$ cat src/rtl/exmem_io_ctrl.sv
// Switch/button front end for an external word-addressed RAM: address entry, single writes, timed reads.
// Optional build macro EXMEM_AUTO_INC_EN makes the address step by one after every completed write.
module exmem_io_ctrl #(
    parameter int RD_TIMEOUT = 16
) (
    input  logic        clk,
    input  logic        reset,
    input  logic [1:0]  io_state,
    input  logic [15:0] sw,
    input  logic        btn_c,
    output logic [7:0]  mem_addr,
    output logic [31:0] mem_wdata,
    output logic        mem_we,
    output logic        mem_re,
    input  logic [31:0] mem_rdata,
    input  logic        mem_rvalid,
    output logic [31:0] display,
    output logic        busy,
    output logic        err
);

    typedef enum logic [1:0] {
        IDLE    = 2'd0,
        WRITE   = 2'd1,
        WAIT_RD = 2'd2
    } state_t;

    // Last counter value before a read is declared lost; the mem_re cycle counts as zero.
    localparam logic [7:0] RD_LAST = 8'(RD_TIMEOUT - 1);

    state_t      state, state_next;
    logic        btn_c_q;
    logic        press;
    logic [7:0]  addr_reg;
    logic        addr_valid;
    logic [7:0]  rd_cnt;

    logic do_addr, do_write, do_werr, do_read;
    logic wr_done, rd_done, rd_timeout, rd_wait, err_clr;

    assign press    = btn_c & ~btn_c_q;
    assign busy     = (state != IDLE);
    assign mem_addr = addr_reg;

    always_ff @(posedge clk) begin
        if (reset) state <= IDLE;
        else       state <= state_next;
    end

    always_comb begin
        state_next = state;
        do_addr    = 1'b0;
        do_write   = 1'b0;
        do_werr    = 1'b0;
        do_read    = 1'b0;
        wr_done    = 1'b0;
        rd_done    = 1'b0;
        rd_timeout = 1'b0;
        rd_wait    = 1'b0;
        err_clr    = 1'b0;
        case (state)
            IDLE: begin
                err_clr = (io_state == 2'd0);
                if (press) begin
                    case (io_state)
                        2'd1: do_addr = 1'b1;
                        2'd2: begin
                            do_read    = 1'b1;
                            state_next = WAIT_RD;
                        end
                        2'd3: begin
                            if (addr_valid) begin
                                do_write   = 1'b1;
                                state_next = WRITE;
                            end else begin
                                do_werr = 1'b1;
                            end
                        end
                        default: ;
                    endcase
                end
            end
            WRITE: begin
                wr_done    = 1'b1;
                state_next = IDLE;
            end
            WAIT_RD: begin
                // Data arriving on the final allowed cycle beats the timeout.
                if (mem_rvalid) begin
                    rd_done    = 1'b1;
                    state_next = IDLE;
                end else if (rd_cnt == RD_LAST) begin
                    rd_timeout = 1'b1;
                    state_next = IDLE;
                end else begin
                    rd_wait = 1'b1;
                end
            end
            default: state_next = IDLE;
        endcase
    end

    // Registered strobes, address/data holding registers and display.
    always_ff @(posedge clk) begin
        if (reset) begin
            btn_c_q    <= 1'b0;
            addr_reg   <= 8'd0;
            addr_valid <= 1'b0;
            rd_cnt     <= 8'd0;
            mem_we     <= 1'b0;
            mem_re     <= 1'b0;
            mem_wdata  <= 32'd0;
            display    <= 32'd0;
            err        <= 1'b0;
        end else begin
            btn_c_q <= btn_c;
            mem_we  <= 1'b0;
            mem_re  <= 1'b0;
            if (err_clr)
                err <= 1'b0;
            if (do_werr || rd_timeout)
                err <= 1'b1;
            if (do_addr || do_read) begin
                addr_reg   <= sw[7:0];
                addr_valid <= 1'b1;
            end
            if (do_addr)
                display <= {24'b0, sw[7:0]};
            if (do_read) begin
                mem_re <= 1'b1;
                rd_cnt <= 8'd0;
            end
            if (rd_wait)
                rd_cnt <= rd_cnt + 8'd1;
            if (rd_done)
                display <= mem_rdata;
            if (do_write) begin
                mem_we    <= 1'b1;
                mem_wdata <= {16'b0, sw};
            end
            if (wr_done) begin
                display <= mem_wdata;
`ifdef EXMEM_AUTO_INC_EN
                addr_reg <= addr_reg + 8'd1;
`else
                addr_reg <= addr_reg;
`endif
            end
        end
    end

endmodule

$ cat config.mk
export PLATFORM = sky130hd
export DESIGN_NAME = exmem_io_ctrl
export DESIGN_NICKNAME = d
export VERILOG_FILES = /design/src/rtl/exmem_io_ctrl.sv
export SDC_FILE = /design/constraint.sdc
export NUM_CORES = 1
export LEC_CHECK = 0
export ABC_AREA = 0
export CAP_MARGIN = 0
export CORE_ASPECT_RATIO = 1.25
export CORE_MARGIN = 2
export CORE_UTILIZATION = 42
export DETAILED_ROUTE_END_ITERATION = 8
export GPL_TIMING_DRIVEN = 0
export PLACE_DENSITY = 0.82
export SYNTH_ARGS = -nofsm -noshare
export SYNTH_HDL_FRONTEND = slang
export SYNTH_SLANG_ARGS = --single-unit
export TNS_END_PERCENT = 30
$ cat constraint.sdc
create_clock -name clk -period 2.3 [get_ports clk]
set_input_delay 0.575 -clock clk [delete_from_list [all_inputs] [get_ports clk]]
set_output_delay 0.575 -clock clk [all_outputs]
set_load 0.01 [all_outputs]
# --- Word level (Yosys, flattened, before mapping) ---
# Cells that the tools add are included.
totals:
  elab_cells: 73
  output_inout_bits: 76
  in_bits: 54
  ff_bits: 71
op_classes:
  n_eq_ne: 10
  bitwise_logic: 3
  reduce_logical: 10
  mux: 39
  addsub: 1
op_table:
  columns: ["cell", "count"]
  rows:
  - ["2-to-1 mux 32 bit", 3]
  - ["2-to-1 mux 1 bit", 28]
  - ["2-to-1 mux 8 bit", 2]
  - ["adder 8 x 1 -> 8 bit (second input constant)", 1]
  - ["== test 8 x 4 -> 1 bit (second input constant)", 1]
  - ["2-to-1 mux 2 bit", 4]
  - ["case mux 2 bit (2 select lines)", 2]
  - ["== test 2 bit (second input constant)", 3]
  - ["!= test 3 bit (second input constant)", 2]
  - ["nonzero test 2 bit", 3]
  - ["== test 2 x 1 -> 1 bit (second input constant)", 2]
  - ["zero test 2 bit", 2]
  - ["AND reduction 4 bit", 1]
  - ["!= test 3 x 1 -> 1 bit (second input constant)", 1]
  - ["nonzero test 3 bit", 1]
  - ["logical OR 1 bit", 2]
  - ["!= test 2 bit (second input constant)", 1]
  - ["inverter 1 bit", 2]
  - ["AND reduction 2 bit", 1]
  - ["AND 1 bit", 1]

# --- Logic depth before layout (Yosys ltp) ---
depth:
  word_depth: 7
  mapped_depth: 6

# --- Worst setup path after synthesis ---
# OpenSTA, ideal clock, no wires.
synth_path:
  kind: "input to register"
  startpoint: "input port btn_c"
  endpoint: "register mem_wdata[0]"
  slack_ns: 0.571
  setup_time_ns: 0.128
  n_path_buf: 2
  cell_stages: 6
  arrival_time_ns: 1.601
  path_cell_list: "nor4b_4 -> and4_1 -> buf_4 -> buf_6 -> mux2i_1 -> nor2_1"
synth_between:
  elab_chain_len: 3
synth_rtl:
  columns: ["element", "line_no", "text"]
  rows:
  - ["from (decl)", "10", "input logic btn_c,"]
  - ["AND 1 bit", "41", "assign press = btn_c & ~btn_c_q;"]
  - ["2-to-1 mux 1 bit", "64", "if (press) begin"]
  - ["2-to-1 mux 1 bit", "61", "case (state)"]
  - ["to (signal assigned)", "139", "mem_wdata <= {16'b0, sw};"]
  - ["to (decl)", "12", "output logic [31:0] mem_wdata,"]
# Every way passes these cells.
# A chain may end at the register's enable or synchronous reset.

# --- Worst setup path after layout ---
layout_path:
  startpoint: "register state[0]"
  endpoint: "output port busy"
layout_between:
  elab_chain_len: 1
layout_rtl:
  columns: ["element", "line_no", "text"]
  rows:
  - ["from (decl)", "31", "state_t state, state_next;"]
  - ["from (signal assigned)", "47", "else state <= state_next;"]
  - ["nonzero test 2 bit", "42", "assign busy = (state != IDLE);"]
  - ["to (decl)", "18", "output logic busy,"]
# Every way passes these cells.

==> impl_metrics.ini <==
[drt]
vias = 2717
via_per_inst = 4.97
drtIter0Drc = 169
wl_per_cell_um = 14.7
wl_um = 8060
drc = 0
dr.pass1.iters = 5
drtAntennaViolNets = 0

[placement]
port-buffer-count = 112
placed_area_um2 = 4260
dp_hpwl_um = 6100
place_ws_ps = -127
place_congestion = 0.752

[die]
num_rows = 34
core_um2 = 6890
die_w_um = 79.2
start_util_pct = 43.1
ioPinCount = 130
die_area_um2 = 7770
dieHeight_um = 98.0

[timing]
setup_tns_ps = 0
clock-skew-final_ps = 4.88
max_freq_ghz = 0.457
finalMaxSlewViolations = 0
tightestPinTransition_ps = 568
fin_ws_ps = 110
hold_viol = 0
maxSlewHeadroom_pct = 61.8
fin_crit_ps = 2190
setup_viol = 0
fin_crit_sh_pct = 95.2
rsz0062_at_grt = no

[synth]
yosys.area.top_type = dfxtp_1
synthTopCellsByArea = dfxtp_1, mux2i_1, nor2_1
async_reset_ff_share_pct = 0
syn_area_um2 = 2970
yosysSeqAreaShare_pct = 47.9
synth_top_area_share_pct = 47.9
synth_warnings = 0
synth_most_common_cell = dfxtp_1
yosys-top-cells-count = dfxtp_1, nor2_1, mux2i_1
ys_types = 41
avgSynthCellArea_um2 = 9.43
ys_ff_latch = 71
synthCells = 315
synth_edf_count = 0
ys.flop_type = dfxtp_1

[global_route]
first_global_vias = 2590
grt_pass1_wl_um = 12800
busiest_layer = met2
gr-usage-met2_pct = 35.9
grt_overflow = 0
track_usage_pct = 21.1
grt_antenna_before_repair = 0
grt_start_max_net_pins = 13
grtUsageMet1_pct = 24.8
use_met3_pct = 4.81

[worst_setup_path]
crit_chain = nor2_1 -> inv_1 -> clkdlybuf4s50_1
path_buf_inv = 2
cp.required_ps = 1730
rr_worst_depth = 6
path_depth = 3
max_stage_delay_ps = 540
start_kind = flip-flop
critical-path-top-delay-family = buffers and inverters
cp_slowest_cell = clkdlybuf4s50_1
cp-end-kind = output port
path_class = reg -> out
critPathLaunch = state[0]$_SDFFE_PP0P_
worst-path-max-fanout = 6
crit_arrival_ps = 1620
r2r_start = state[0]$_SDFFE_PP0P_

[cts]
path_clk_slew_ps = 70
cts-buffers-inserted = 9
cts_tree = done
postCtsHoldBufs = 0
post_cts_buffers = 0
clock-sinks = 71
cts_resized = 0
clockBufferDepth = 2
clockRootBuffer = clkbuf_8
worstSkewPairLatency_ps = 340
cts.htree.levels = 3

[min_path]
holdPathStages = 2
min_path_type = reg -> reg
min_from = display[7]$_SDFFE_PP0P_

[layout]
diodes = 0
area_growth_pct = 50.5
design_area_um2 = 4470
drive_gt1_share_pct = 10.3
fill_cells = 605
nets = 508

[outcome]
outcome = complete, no violations

[power_and_ir_drop]
power.density_nw_per_um2 = 596
power.total_w = 0.00266
leakage_nw = 1.73
peakVddDrop_uv = 326

[flow_run]
cap_violations = 0
-- routing by layer --
metal | part of all wire (%) | vias up
li1 | - | 1353
met1 | 40 | 1266
met2 | 52 | 83
met3 | 5.2 | 15
met4 | 2.3 | 0
met5 | 0 | -
-- path summary, 6_finish.rpt --
path / slack [ps] / end
worst max-delay path: 110 / busy
worst min-delay path: 460 / display[7]$_SDFFE_PP0P_
worst max register to register: 470 / mem_wdata[3]$_SDFFE_PP0P_
worst min register to register: 460 / display[7]$_SDFFE_PP0P_
-- cell families (layout without fill, tap and decap cells) --
| kind of cell | count (synthesis) | after routing | synth area share (%) |
|---|---|---|---|
| muxes | 32 | 32 | 10.8 |
| DFF | 71 | 71 | 47.9 |
| and+or+nand+nor | 108 | 108 | 17.4 |
| AOI/OAI and AO/OA | 60 | 60 | 14.8 |
| other | 1 | 16 | 0.126 |
| buffers and inverters | 40 | 167 | 8.00 |
| xor gates and xnor gates | 2 | 2 | 0.590 |
| adders and majority gates | 1 | 1 | 0.421 |
-- per-stage QoR --
stage | cells | util [%] | hold slack, ps
2_1_floorplan | 330 | - | 442
3_3_place_gp | 532 | 61.8 | 442
3_5_place_dp | 532 | 61.8 | 446
4_1_cts | 547 | 64.9 | 463
5_1_grt | 547 | 64.9 | 484
6_report | 547 | 64.9 | 459
-- cells in the final DEF (no fill, tap or decap), types with 2 or more instances in the layout --
| master | netlist | layout |
|---|---|---|
| a22oi_1 | 16 | 16 |
| and3_1 | 2 | 2 |
| nand3_1 | 8 | 8 |
| and2_1 | 4 | 4 |
| nor3_1 | 2 | 2 |
| mux2i_1 | 32 | 32 |
| nand4b_1 | 2 | 2 |
| nor4_1 | 2 | 2 |
| inv_1 | 2 | 2 |
| nand2_1 | 13 | 13 |
| clkinv_2 | 0 | 2 |
| nor2b_1 | 7 | 7 |
| a211o_1 | 8 | 8 |
| dfxtp_1 | 71 | 71 |
| buf_4 | 19 | 19 |
| o21ai_0 | 4 | 4 |
| clkdlybuf4s50_1 | 0 | 112 |
| nor2_1 | 60 | 60 |
| clkbuf_8 | 0 | 9 |
| conb_1 | 1 | 16 |
| clkbuf_1 | 10 | 10 |
| a222oi_1 | 8 | 8 |
| bufinv_16 | 0 | 2 |
| a21oi_1 | 16 | 16 |
| and4_1 | 2 | 2 |
| buf_2 | 7 | 7 |
-- state kept, by name, indices dropped and copies added, names as in the netlist --
| name | flops |
|---|---|
| mem_we | 1 |
| mem_wdata | 16 |
| display | 32 |
| btn_c_q | 1 |
| mem_addr | 8 |
| state | 2 |
| rd_cnt | 8 |
| mem_re | 1 |
| addr_valid | 1 |
| err | 1 |
-- tightest hold or removal path, delay by kind of cell (launching register included) --
kind / cells / cell delay (ps)
DFF: 1 / 310
and+or+nand+nor: 1 / 50
AOI/OAI and AO/OA: 1 / 50
-- report_power, final --
group / switching (W) / internal, W
combinational: 0.000143 / 0.000187
sequential: 0.0000170 / 0.00126
clock: 0.000460 / 0.000602
-- cell type report --
class	count	area [µm²]	area share, %
Sequential cell	71	1420	31.8
Multi-Input combinational cell	219	1370	30.6
Timing Repair Buffer	112	1120	25.1
Buffer	38	230	5.15
Clock buffer	9	124	2.77
Tap cell	90	113	2.52
Clock inverter	6	86.3	1.93
Inverter	2	7.51	0.168
Power figures use the tool's default switching activity.
